`src/rtl/clk_div_monitor.sv`:
```
// Half-period monitor for a clk-synchronous divided clock: measures, checks, tracks lock, flags stuck.
// Optional SYNC_EN macro inserts a 2-flop synchronizer ahead of edge detection.
module clk_div_monitor #(
  parameter int CNT_W    = 8,
  parameter int EXP_HALF = 4,
  parameter int TOL      = 0,
  parameter int LOCK_N   = 3,
  parameter int TIMEOUT  = 64
) (
  input  logic             clk,
  input  logic             rst,
  input  logic             div_in,
  output logic [CNT_W-1:0] half_period,
  output logic             meas_valid,
  output logic             locked,
  output logic             err,
  output logic             stuck
);

  // state | meaning
  // WAIT  | no reference edge yet (after reset or timeout); next edge starts measuring
  // MEAS  | every edge closes a half-period that is reported and checked
  typedef enum logic {WAIT, MEAS} state_t;

  localparam int MW = $clog2(LOCK_N + 1);
  localparam logic [MW-1:0]    LOCK_V    = MW'(LOCK_N);
  localparam logic [CNT_W:0]   EXP_V     = (CNT_W+1)'(EXP_HALF);
  localparam logic [CNT_W:0]   TOL_V     = (CNT_W+1)'(TOL);
  localparam logic [CNT_W-1:0] TIMEOUT_V = CNT_W'(TIMEOUT);
  localparam logic [CNT_W-1:0] CNT_MAX   = '1;

  state_t           state;
  logic [CNT_W-1:0] cnt;
  logic [MW-1:0]    match_cnt;
  logic [MW-1:0]    match_inc;
  logic [CNT_W:0]   cnt_x;
  logic [CNT_W:0]   diff;
  logic             match;
  logic             div_s;
  logic             div_q;
  logic             div_edge;

`ifdef SYNC_EN
  logic sync1, sync2;

  always_ff @(posedge clk) begin
    if (!rst) begin
      sync1 <= 1'b0;
      sync2 <= 1'b0;
    end else begin
      sync1 <= div_in;
      sync2 <= sync1;
    end
  end

  assign div_s = sync2;
`else
  assign div_s = div_in;
`endif

  assign div_edge  = div_s ^ div_q;
  assign cnt_x     = {1'b0, cnt};
  assign diff      = (cnt_x >= EXP_V) ? (cnt_x - EXP_V) : (EXP_V - cnt_x);
  assign match     = (diff <= TOL_V);
  assign match_inc = (match_cnt == LOCK_V) ? LOCK_V : (match_cnt + 1'b1);

  always_ff @(posedge clk) begin
    if (!rst) begin
      state       <= WAIT;
      cnt         <= '0;
      match_cnt   <= '0;
      div_q       <= 1'b0;
      half_period <= '0;
      meas_valid  <= 1'b0;
      locked      <= 1'b0;
      err         <= 1'b0;
      stuck       <= 1'b0;
    end else begin
      div_q      <= div_s;
      meas_valid <= 1'b0;
      err        <= 1'b0;

      if (div_edge)
        cnt <= CNT_W'(1);
      else if (cnt != CNT_MAX)
        cnt <= cnt + 1'b1;

      // An edge always beats a coincident timeout.
      if (div_edge) begin
        stuck <= 1'b0;
        if (state == WAIT) begin
          state <= MEAS;
        end else begin
          half_period <= cnt;
          meas_valid  <= 1'b1;
          if (match) begin
            match_cnt <= match_inc;
            if (match_inc == LOCK_V)
              locked <= 1'b1;
          end else begin
            err       <= 1'b1;
            match_cnt <= '0;
            locked    <= 1'b0;
          end
        end
      end else if (cnt == TIMEOUT_V) begin
        stuck     <= 1'b1;
        locked    <= 1'b0;
        match_cnt <= '0;
        state     <= WAIT;
      end
    end
  end

endmodule
```
`config.mk`:
```
export PLATFORM = sky130hd
export DESIGN_NAME = clk_div_monitor
export DESIGN_NICKNAME = d
export VERILOG_FILES = /design/src/rtl/clk_div_monitor.sv
export SDC_FILE = /design/constraint.sdc
export NUM_CORES = 1
export LEC_CHECK = 0
export ABC_AREA = 1
export CORE_ASPECT_RATIO = 0.7
export CORE_UTILIZATION = 53
export DETAILED_ROUTE_END_ITERATION = 8
export GPL_TIMING_DRIVEN = 0
export HOLD_SLACK_MARGIN = 0.08
export PLACE_DENSITY = 0.77
export SLEW_MARGIN = 20
export SYNTH_ARGS = -nofsm -noshare
export SYNTH_HDL_FRONTEND = slang
export SYNTH_SLANG_ARGS = --single-unit
```
`constraint.sdc`:
```
create_clock -name clk -period 2.35 [get_ports clk]
set_clock_uncertainty 0.2 [all_clocks]
set_input_delay 0.705 -clock clk [delete_from_list [all_inputs] [get_ports clk]]
set_output_delay 0.705 -clock clk [all_outputs]
set_load 0.005 [all_outputs]
```
==> metrics <==
status=finished with violations; WL/cell=12.14 um; crit path max fanout=2; Final #Nets=182; delay-heaviest family, CP=buffers and inverters; port bufs=14; Synth Net Count=163; Leakage=0.5342 nW; Final setup violation count=0; Post-Syn Instances=154; Vias=1049; Core Util, Final=69.10%; Seq pwr share=59.2%; synthesized flop and latch total=24; Post-Syn Area per Cell=7.288 um^2; n_diodes=0; drt first-iter violations=40; worst setup path startpoint=stuck; GP Congestion=0.9827; max-slew violations=0; RR Startpoint=cnt[2]; Multi-input gate area=555.5 um^2; CTS-repair resized insts=0; hold buffers post-CTS=0; worst path cell trace=clkdlybuf4s50_1; Slew headroom=72.77%; Area Growth Syn to Fin=18.17%; Arr. time, crit path=1.18 ns; drt drc=2; worst-path cell with the longest stage delay=clkdlybuf4s50_1; ANT nets after route=0; Reg clk slew, reported paths=0.13 ns; synthesized cell area=0.001122 mm^2; I/O pins=15; die footprint=0.002309 mm^2; initial antenna violation count=0; Filler Cell Count=172; failing checks=DRC; GRT Util Overall=22.44%; Die W=57 um; vias in the first global route=903; crit path launch type=flop; Std-Cell Rows=13; 1st-pass router iterations=6; RSZ-0062 raised after global routing=no; Synth Warn #=0; Die H=40.50 um; first-pass GRT wire length=3767 um; fin crit period=2.088 ns; CP required=1.44 ns; Initial Util=58.47%; Clock Tree Root=clkbuf_4; Post-CTS Setup Repair Bufs=0; cell-internal power=0.5394 mW; period utilization=88.87%; largest net degree at the start of global routing=14; Comb pwr share=10.4%; Max VDD drop=0.0003996 V; placed cell areas=0.001290 mm^2; max incr delay on CP=0.50 ns; drt total wl=2356 um; htree depth=1; via/cell ratio=5.407; Max Cap Viol=0; sequential fraction of the synthesis area=42.81%; sw frac=24.52%; CTS Buffer Depth=2; FMAX=478.8 MHz; total power=0.7147 mW; P per Cell Area=538.9 mW/mm^2; clock share of power=30.4%; FF/Latch Area=480.5 um^2; Worst-Margin Slew=0.4084 ns; final hold slack=0.2728 ns; grt ovf=0; CTS tree=built; most frequent cells in the layout=nand2_1 (31), dfxtp_1 (24), nand3_1 (15), a21oi_1 (15); TritonCTS buffer count=3; core area=0.001919 mm^2; switching pwr=0.1753 mW; Worst-Skew Late Latency=0.32 ns; critical path class=reg2out; most common cell after layout, fill and taps aside=nand2_1; CP bufs+invs=1; worst hold path type=reg2reg; endpoints failing hold=0; post-synthesis cell type count=21; clock sink count=24; share of layout cells above drive strength 1=9.884%; Crit. End Element=output port; HPWL Detailed=1845 um; hold_sp=half_period[7]; Final Instance Area=0.001326 mm^2
-- stage by stage --
step | instances | setup WS [ns] | setup TNS (ns)
CTS | 194 | 0.2549 | 0
detailed placement | 190 | -0.02594 | -0.03346
floorplan | 154 | 0.6248 | 0
global route | 194 | 0.1655 | 0
global placement | 190 | 0.02154 | 0
finish | 194 | 0.2616 | 0
-- final timing paths --
path                         end  slack (ns)  cells after the start
hold / removal    half_period[7]        0.27                      2
hold reg to reg   half_period[7]        0.27                      2
setup / recovery           stuck        0.26                      1
setup reg to reg    match_cnt[0]        0.34                     11
-- routing by layer --
layer  global-route usage [%]  part of all wire, %  vias up
li1                         -                    -      537
met1                    27.26                   45      474
met2                    40.88                   47       38
met3                    6.774                  7.9        0
met4                    4.268                    0        0
met5                        0                    0        -
-- final cells by class --
| cell class | count | area share, % |
|---|---|---|
| multi-input combinational | 108 | 41.89 |
| sequential | 24 | 36.23 |
| timing repair buffer | 14 | 10.57 |
| inverter | 17 | 4.811 |
| clock buffer | 4 | 2.736 |
| tap | 22 | 2.075 |
| buffer | 5 | 1.698 |
-- power by group through the flow --
stage | clock [mW] | sequential [mW] | combinational, mW
floorplan | 0 | 0.431 | 0.0493
global placement | 0 | 0.431 | 0.0692
detailed placement | 0 | 0.432 | 0.0739
CTS | 0.219 | 0.423 | 0.0741
global route | 0.235 | 0.424 | 0.0836
finish | 0.217 | 0.423 | 0.0745
-- cells by family after synthesis --
family          share of synthesized area [%]
simple gates                            29.10
compound gates                          12.93
flops                                   42.81
buf+inv                                 7.692
fa+ha+maj                               6.689
xor+xnor                               0.7805
-- flip-flops by register name, indices dropped and copies added, names as in the netlist --
register	flops
match_cnt	2
meas_valid	1
locked	1
stuck	1
div_q	1
state	1
half_period	8
err	1
cnt	8
-- worst register-to-register path, stage by stage, from the launching register on --
cell and delay (ns):
dfxtp_1 0.49, inv_1 0.14, ha_1 0.27, nand2_1 0.14
nor2_1 0.06, nor2_1 0.10, nand3_1 0.12, nor2_2 0.15
nand2_1 0.07, nand2_1 0.07, nand2_2 0.06, nor2_1 0.10
-- synthesized netlist by cell type, drive strengths merged --
cell type	number	area share (%)
nor2	18	6.9
dfxtp	24	43
o21ai	10	4.5
a31oi	2	1.1
nand4	3	1.7
nand3	15	6.7
clkbuf	2	0.67
buf	3	1.3
nand2	33	11
inv	16	5.4
a21oi	15	6.7
a211oi	1	0.67
clkinv	1	0.33
ha	6	6.7
or2	1	0.56
nor3	3	1.8
xor2	1	0.78
(Power assumes the default switching activity.)
